### src/rtl/capt_count_gen.sv
// Parametrised capture counter with wrap/saturate modes, parallel load,
// programmable almost-full threshold and sticky overflow/underflow flags.
module capt_count_gen #(
  parameter int unsigned      WIDTH      = 8,
  parameter longint unsigned  MAX_COUNT  = (64'd1 << WIDTH) - 64'd1,
  parameter bit               SAT_MODE   = 1'b1,
  parameter longint unsigned  AF_DEFAULT = MAX_COUNT - 64'd1
) (
  input  logic             clock,
  input  logic             rst_n,
  input  logic             capture,
  input  logic [1:0]       op,
  input  logic             load,
  input  logic [WIDTH-1:0] load_val,
  input  logic             thr_we,
  input  logic [WIDTH-1:0] thr_val,
  output logic [WIDTH-1:0] count,
  output logic             full,
  output logic             empty,
  output logic             almost_full,
  output logic             ovf,
  output logic             unf
);

  localparam logic [WIDTH-1:0] MAX_V = WIDTH'(MAX_COUNT);
  localparam logic [WIDTH-1:0] AF_V  = WIDTH'(AF_DEFAULT);
  localparam logic [WIDTH-1:0] ONE_V = WIDTH'(1);

  localparam logic [1:0] OP_HOLD = 2'b00;
  localparam logic [1:0] OP_INC  = 2'b01;
  localparam logic [1:0] OP_DEC  = 2'b10;
  localparam logic [1:0] OP_CLR  = 2'b11;

  logic [WIDTH-1:0] count_q, count_d;
  logic [WIDTH-1:0] thr_q, thr_d;
  logic             ovf_q, ovf_d;
  logic             unf_q, unf_d;

  // Next-state: load beats a captured op; op wraps or saturates at the terminal count.
  always_comb begin
    count_d = count_q;
    ovf_d   = ovf_q;
    unf_d   = unf_q;
    if (load) begin
      count_d = (load_val > MAX_V) ? MAX_V : load_val;
    end else if (capture) begin
      case (op)
        OP_INC: begin
          if (count_q < MAX_V) begin
            count_d = count_q + ONE_V;
          end else begin
            ovf_d   = 1'b1;
            count_d = SAT_MODE ? MAX_V : '0;
          end
        end
        OP_DEC: begin
          if (count_q != '0) begin
            count_d = count_q - ONE_V;
          end else begin
            unf_d   = 1'b1;
            count_d = SAT_MODE ? '0 : MAX_V;
          end
        end
        OP_CLR: begin
          count_d = '0;
          ovf_d   = 1'b0;
          unf_d   = 1'b0;
        end
        OP_HOLD: count_d = count_q;
        default: count_d = count_q;
      endcase
    end
  end

  // Threshold update is independent of the counter path.
  always_comb begin
    thr_d = thr_q;
    if (thr_we) begin
      thr_d = (thr_val > MAX_V) ? MAX_V : thr_val;
    end
  end

  // State registers with asynchronous active-low reset.
  always_ff @(posedge clock or negedge rst_n) begin
    if (!rst_n) begin
      count_q <= '0;
      thr_q   <= AF_V;
      ovf_q   <= 1'b0;
      unf_q   <= 1'b0;
    end else begin
      count_q <= count_d;
      thr_q   <= thr_d;
      ovf_q   <= ovf_d;
      unf_q   <= unf_d;
    end
  end

  // Status decodes of the registered count, valid in the same cycle.
  always_comb begin
    count       = count_q;
    ovf         = ovf_q;
    unf         = unf_q;
    full        = (count_q == MAX_V);
    empty       = (count_q == '0);
    almost_full = (count_q >= thr_q);
  end

endmodule

### config.mk
export PLATFORM = sky130hd
export DESIGN_NAME = capt_count_gen
export DESIGN_NICKNAME = d
export VERILOG_FILES = /design/src/rtl/capt_count_gen.sv
export SDC_FILE = /design/constraint.sdc
export NUM_CORES = 1
export LEC_CHECK = 0
export ABC_AREA = 0
export BUFFER_PORTS_ARGS = -buffer_cell sky130_fd_sc_hd__buf_2
export CAP_MARGIN = 20
export CORE_ASPECT_RATIO = 0.75
export CORE_MARGIN = 1.5
export CORE_UTILIZATION = 45
export DETAILED_ROUTE_END_ITERATION = 10
export HOLD_SLACK_MARGIN = 0.05
export PLACE_DENSITY = 0.8
export SYNTH_ARGS = -nofsm -noshare
export SYNTH_HDL_FRONTEND = slang
export SYNTH_SLANG_ARGS = --single-unit
### constraint.sdc
create_clock -name clock -period 4.74 [get_ports clock]
set_clock_uncertainty 0.05 [all_clocks]
set_input_delay 0.237 -clock clock [delete_from_list [all_inputs] [get_ports clock]]
set_output_delay 0.237 -clock clock [all_outputs]
set_load 0.01 [all_outputs]
; ---- Word-level counts from Yosys, hierarchy flattened
; Index checks and enable logic that the tools add are counted.
[totals]
ff_bits = 18
wordCells = 38
ramBits = 0
rom_bits = 0
in_bits = 23
latchBits = 0
mem_count = 0
output_inout_bits = 13
[op_classes]
muxes = 11
multipliers = 0
add_sub_neg = 2
n_shift = 0
n_lt_le_gt_ge = 4
div_mod_pow = 0
bitwise_logic = 1
eq_ne = 7
n_reduce_logical = 9
[ops]
columns = operator, count
row1 = two-way mux 8 bit, 6
row2 = one-hot mux 8 bit (3 select lines), 1
row3 = greater-than comparator 8 bit (second input constant), 2
row4 = adder 8 x 1 -> 8 bit (second input constant), 1
row5 = == test 8 bit (second input constant), 1
row6 = greater-or-equal comparator 8 bit, 1
row7 = zero test 8 bit, 1
row8 = less-than comparator 8 bit (second input constant), 1
row9 = AND reduction 4 bit, 2
row10 = nonzero test 8 bit, 1
row11 = subtractor 8 x 1 -> 8 bit (second input constant), 1
row12 = != test 2 bit (second input constant), 3
row13 = nonzero test 2 bit, 3
row14 = == test 2 bit (second input constant), 2
row15 = one-hot mux 1 bit (2 select lines), 2
row16 = == test 2 x 1 -> 1 bit (second input constant), 1
row17 = zero test 2 bit, 1
row18 = two-way mux 1 bit, 2
row19 = AND reduction 2 bit, 1
row20 = NOT 1 bit, 1

; ---- Logic depth before layout (Yosys ltp)
[logic_depth]
ltp_word = 5
depth_mapped = 6
depth_no_buf = 6

; ---- Worst setup path before layout
; No wires, ideal clock.
[synth_path]
path_type = register -> output
start = register thr_q[4]
end = output port almost_full
path_stages_with_launch = 7
arrival_ps = 1563
required_ps = 4453
slack_ps = 2890
n_path_buf = 0
cell_sequence = dfstp_2 -> inv_1 -> ha_1 -> a21o_1 -> a2111oi_0 -> o21ai_1 -> o21a_1
[synth_via]
elab_chain_cells = 1
[synth_rtl]
columns = element, line
row1 = "start, declared", 35  ; logic [WIDTH-1:0] thr_q, thr_d;
row2 = "start signal, assigned", 92  ; thr_q <= thr_d;
row3 = greater-or-equal comparator 8 bit, 105  ; almost_full = (count_q >= thr_q);
row4 = "end, declared", 20  ; output logic almost_full,
; Every way passes these cells.

; ---- Worst setup path in the final report
[layout_path]
start = register count_q[4], in the netlist count[4]
end = output port almost_full
[layout_via]
elab_chain_cells = 1
[layout_rtl]
columns = element, line
row1 = "start, declared", 34  ; logic [WIDTH-1:0] count_q, count_d;
row2 = "start signal, assigned", 91  ; count_q <= count_d;
row3 = greater-or-equal comparator 8 bit, 105
; Every way passes these cells.

==> results.cfg <==
[status]
status = complete, no violations

[placement]
routabilityCongestion = 0.9155
dpl.hpwl_mm = 2.625
placed_cells = 217
numPortBuffers = 35
dpl_worst_slack_ps = 2526

[layout]
fillers = 277
drive_above_1_share_pct = 27.72
syn_to_final_growth_pct = 16.79
fin_nets = 219
final_cells = 222
insertedDiodeCount = 0

[clock_tree]
cts_tree = built
root_buffer = clkbuf_8
insertion_delay_ps = 260
cts_max_level = 1
numCtsBuffers = 3
clockBufferDepth = 2
clk_pin_slew_worst_paths_ps = 70
clkSinkCount = 18
cts_setup_buffers = 0

[setup_path]
critical_path_class = reg2out
crit_path_start_kind = register
critPathMaxFanout = 16
worstSetupEndpointType = output pin
arrival_ps = 2230
crit_required_ps = 4450

[die]
core_region_area_sq_um = 2935
rows = 17
start_util_pct = 46.97
die-area_sq_um = 3409
die_h_um = 50.94
ios = 36
fp.dieW_um = 66.92

[logic_synthesis]
syn_nets = 187
seq_area_frac_synth_pct = 33.30
async_reset_ff_share_pct = 100.0
synth_flop_cell = dfrtp_1
syn-cell-area_sq_um = 1379
syn_area_per_cell_sq_um = 9.012
synth_top_area_share_pct = 19.96
synth_edf_count = 0
ys_warn_count = 0
ys_seq_elements = 18
yosys.cell_types.count = 53
synthTopCellsByArea = dfrtp_1, dfstp_2, ha_1
syn_inst = 153
yosys.area.top_type = dfrtp_1

[global_routing]
grt_overflow_total = 0
grt_pass1_wl_mm = 5.816
grt_max_degree = 19
antenna_found_initial = 0
grt_pass1_vias = 1254
grt_use_total_pct = 22.45

[detailed_routing]
drtIter0Drc = 92
drt-vias-per-instance = 6.207
drc = 0
vias = 1378
wirelength_mm = 3.520
final_antenna_net_count = 0
wl_per_cell_um = 15.86
first_pass_iters = 4

[pwr]
p_total_mw = 0.4470
powerDensity_nw_per_um2 = 277.6
p_leak_nw = 0.7376
max-vdd-ir-drop_v = 0.0001852

[sta]
fin_crit_sh_pct = 53.08
rsz0062_at_grt = no
drv_slew = 0
period_minus_slack_ps = 2516
holdWs_ps = 138.2
fmax_ghz = 0.3975
tightest_slew_ps = 593.3
hold_viol_final = 0
setup_viol = 0
finalSetupTns_ps = 0
post-route-worst-setup-slack_ps = 2224
slew_headroom_pct = 59.91

[worst_hold_path]
hold_class = in2reg

[job]
drv_cap = 0
==> path summary, 6_finish.rpt <==
check,start,endpoint,slack (ps),depth (start not counted)
max,count[4],almost_full,2220,6
min,thr_val[7],thr_q[7],140,3
max reg2reg,count[0],count[6],2780,6
min reg2reg,thr_q[1],thr_q[1],460,2
max in group asynchronous,rst_n,thr_q[2],3920,2
min in group asynchronous,rst_n,count[4],390,2
==> synthesized netlist by cell type (4+ instances only) <==
cell type / count
a21o_1: 4
a21oi_1: 10
a31oi_1: 4
buf_2: 4
clkbuf_1: 4
dfrtp_1: 11
dfstp_2: 7
ha_1: 11
inv_1: 12
nand2_1: 12
o21a_1: 4
o21ai_0: 7
o21ai_1: 4
o22ai_1: 5
==> what timing repair did <==
action,in CTS,in global routing
hold buffers,1,0
resized for setup,0,0
endpoints found under the hold margin,11,0
==> layer usage <==
metal  GRT usage (%)  routed length, um  vias up
met5               0                  0        -
met2           35.17               1568       62
li1                -                  -      645
met1           31.03               1608      669
met4           3.401                 12        0
met3           7.048                330        2
==> layout make-up <==
| cell class | instances | area [sq um] | area share (%) |
|---|---|---|---|
| Multi-Input combinational cell | 114 | 828.3 | 51.44 |
| Sequential cell | 18 | 459.2 | 28.52 |
| Timing Repair Buffer | 36 | 185.2 | 11.50 |
| Tap cell | 38 | 47.55 | 2.953 |
| Clock buffer | 4 | 45.04 | 2.797 |
| Inverter | 12 | 45.04 | 2.797 |
==> report_power, final <==
part	switching (mW)	leakage, nW	total, mW	internal (mW)
logic	0.0692	0.508	0.130	0.0604
registers	0.0308	0.207	0.203	0.172
clock network	0.0548	0.0228	0.115	0.0599
==> registers in the layout, summed over array words and instances, names as in the netlist <==
| signal | count |
|---|---|
| unf | 1 |
| count | 8 |
| ovf | 1 |
| thr_q | 8 |
==> cells in the final DEF (no fill, tap or decap), types with 2 or more instances in the layout <==
| master | instances |
|---|---|
| nor2_1 | 3 |
| a22oi_1 | 2 |
| dfstp_2 | 7 |
| ha_1 | 11 |
| nand2_1 | 12 |
| and4_1 | 3 |
| inv_1 | 12 |
| o21ai_1 | 4 |
| a222oi_1 | 2 |
| and3b_1 | 2 |
| and2_1 | 2 |
| o31ai_1 | 3 |
| o211ai_1 | 2 |
| a21oi_1 | 10 |
| o21ai_0 | 7 |
| a31oi_1 | 4 |
| nand3_1 | 2 |
| o21a_1 | 4 |
| a211oi_1 | 3 |
| clkbuf_8 | 3 |
| nor3b_1 | 2 |
| o22ai_1 | 5 |
| dfrtp_1 | 11 |
| a21o_1 | 4 |
| buf_2 | 35 |
==> critical path, cell delays in order, from the launching register on <==
cell and delay [ps]:
dfrtp_1 660, ha_1 330, a21o_1 180, a2111oi_0 420, o21ai_1 130, o21a_1 120
buf_2 130
==> cells by family after synthesis <==
group,synth area share [%]
compound gates,31.22
simple gates,16.79
buf+inv,6.624
flops,33.30
fa+ha+maj,9.982
xor+xnor,1.271
mux,0.8166
==> stage by stage <==
step / utilization, % / area [sq um]
2_1_floorplan: - / 1379
3_3_place_gp: 52.98 / 1555
3_5_place_dp: 52.98 / 1555
4_1_cts: 54.86 / 1610
5_1_grt: 54.86 / 1610
6_report: 54.86 / 1610
(Power assumes the default switching activity.)
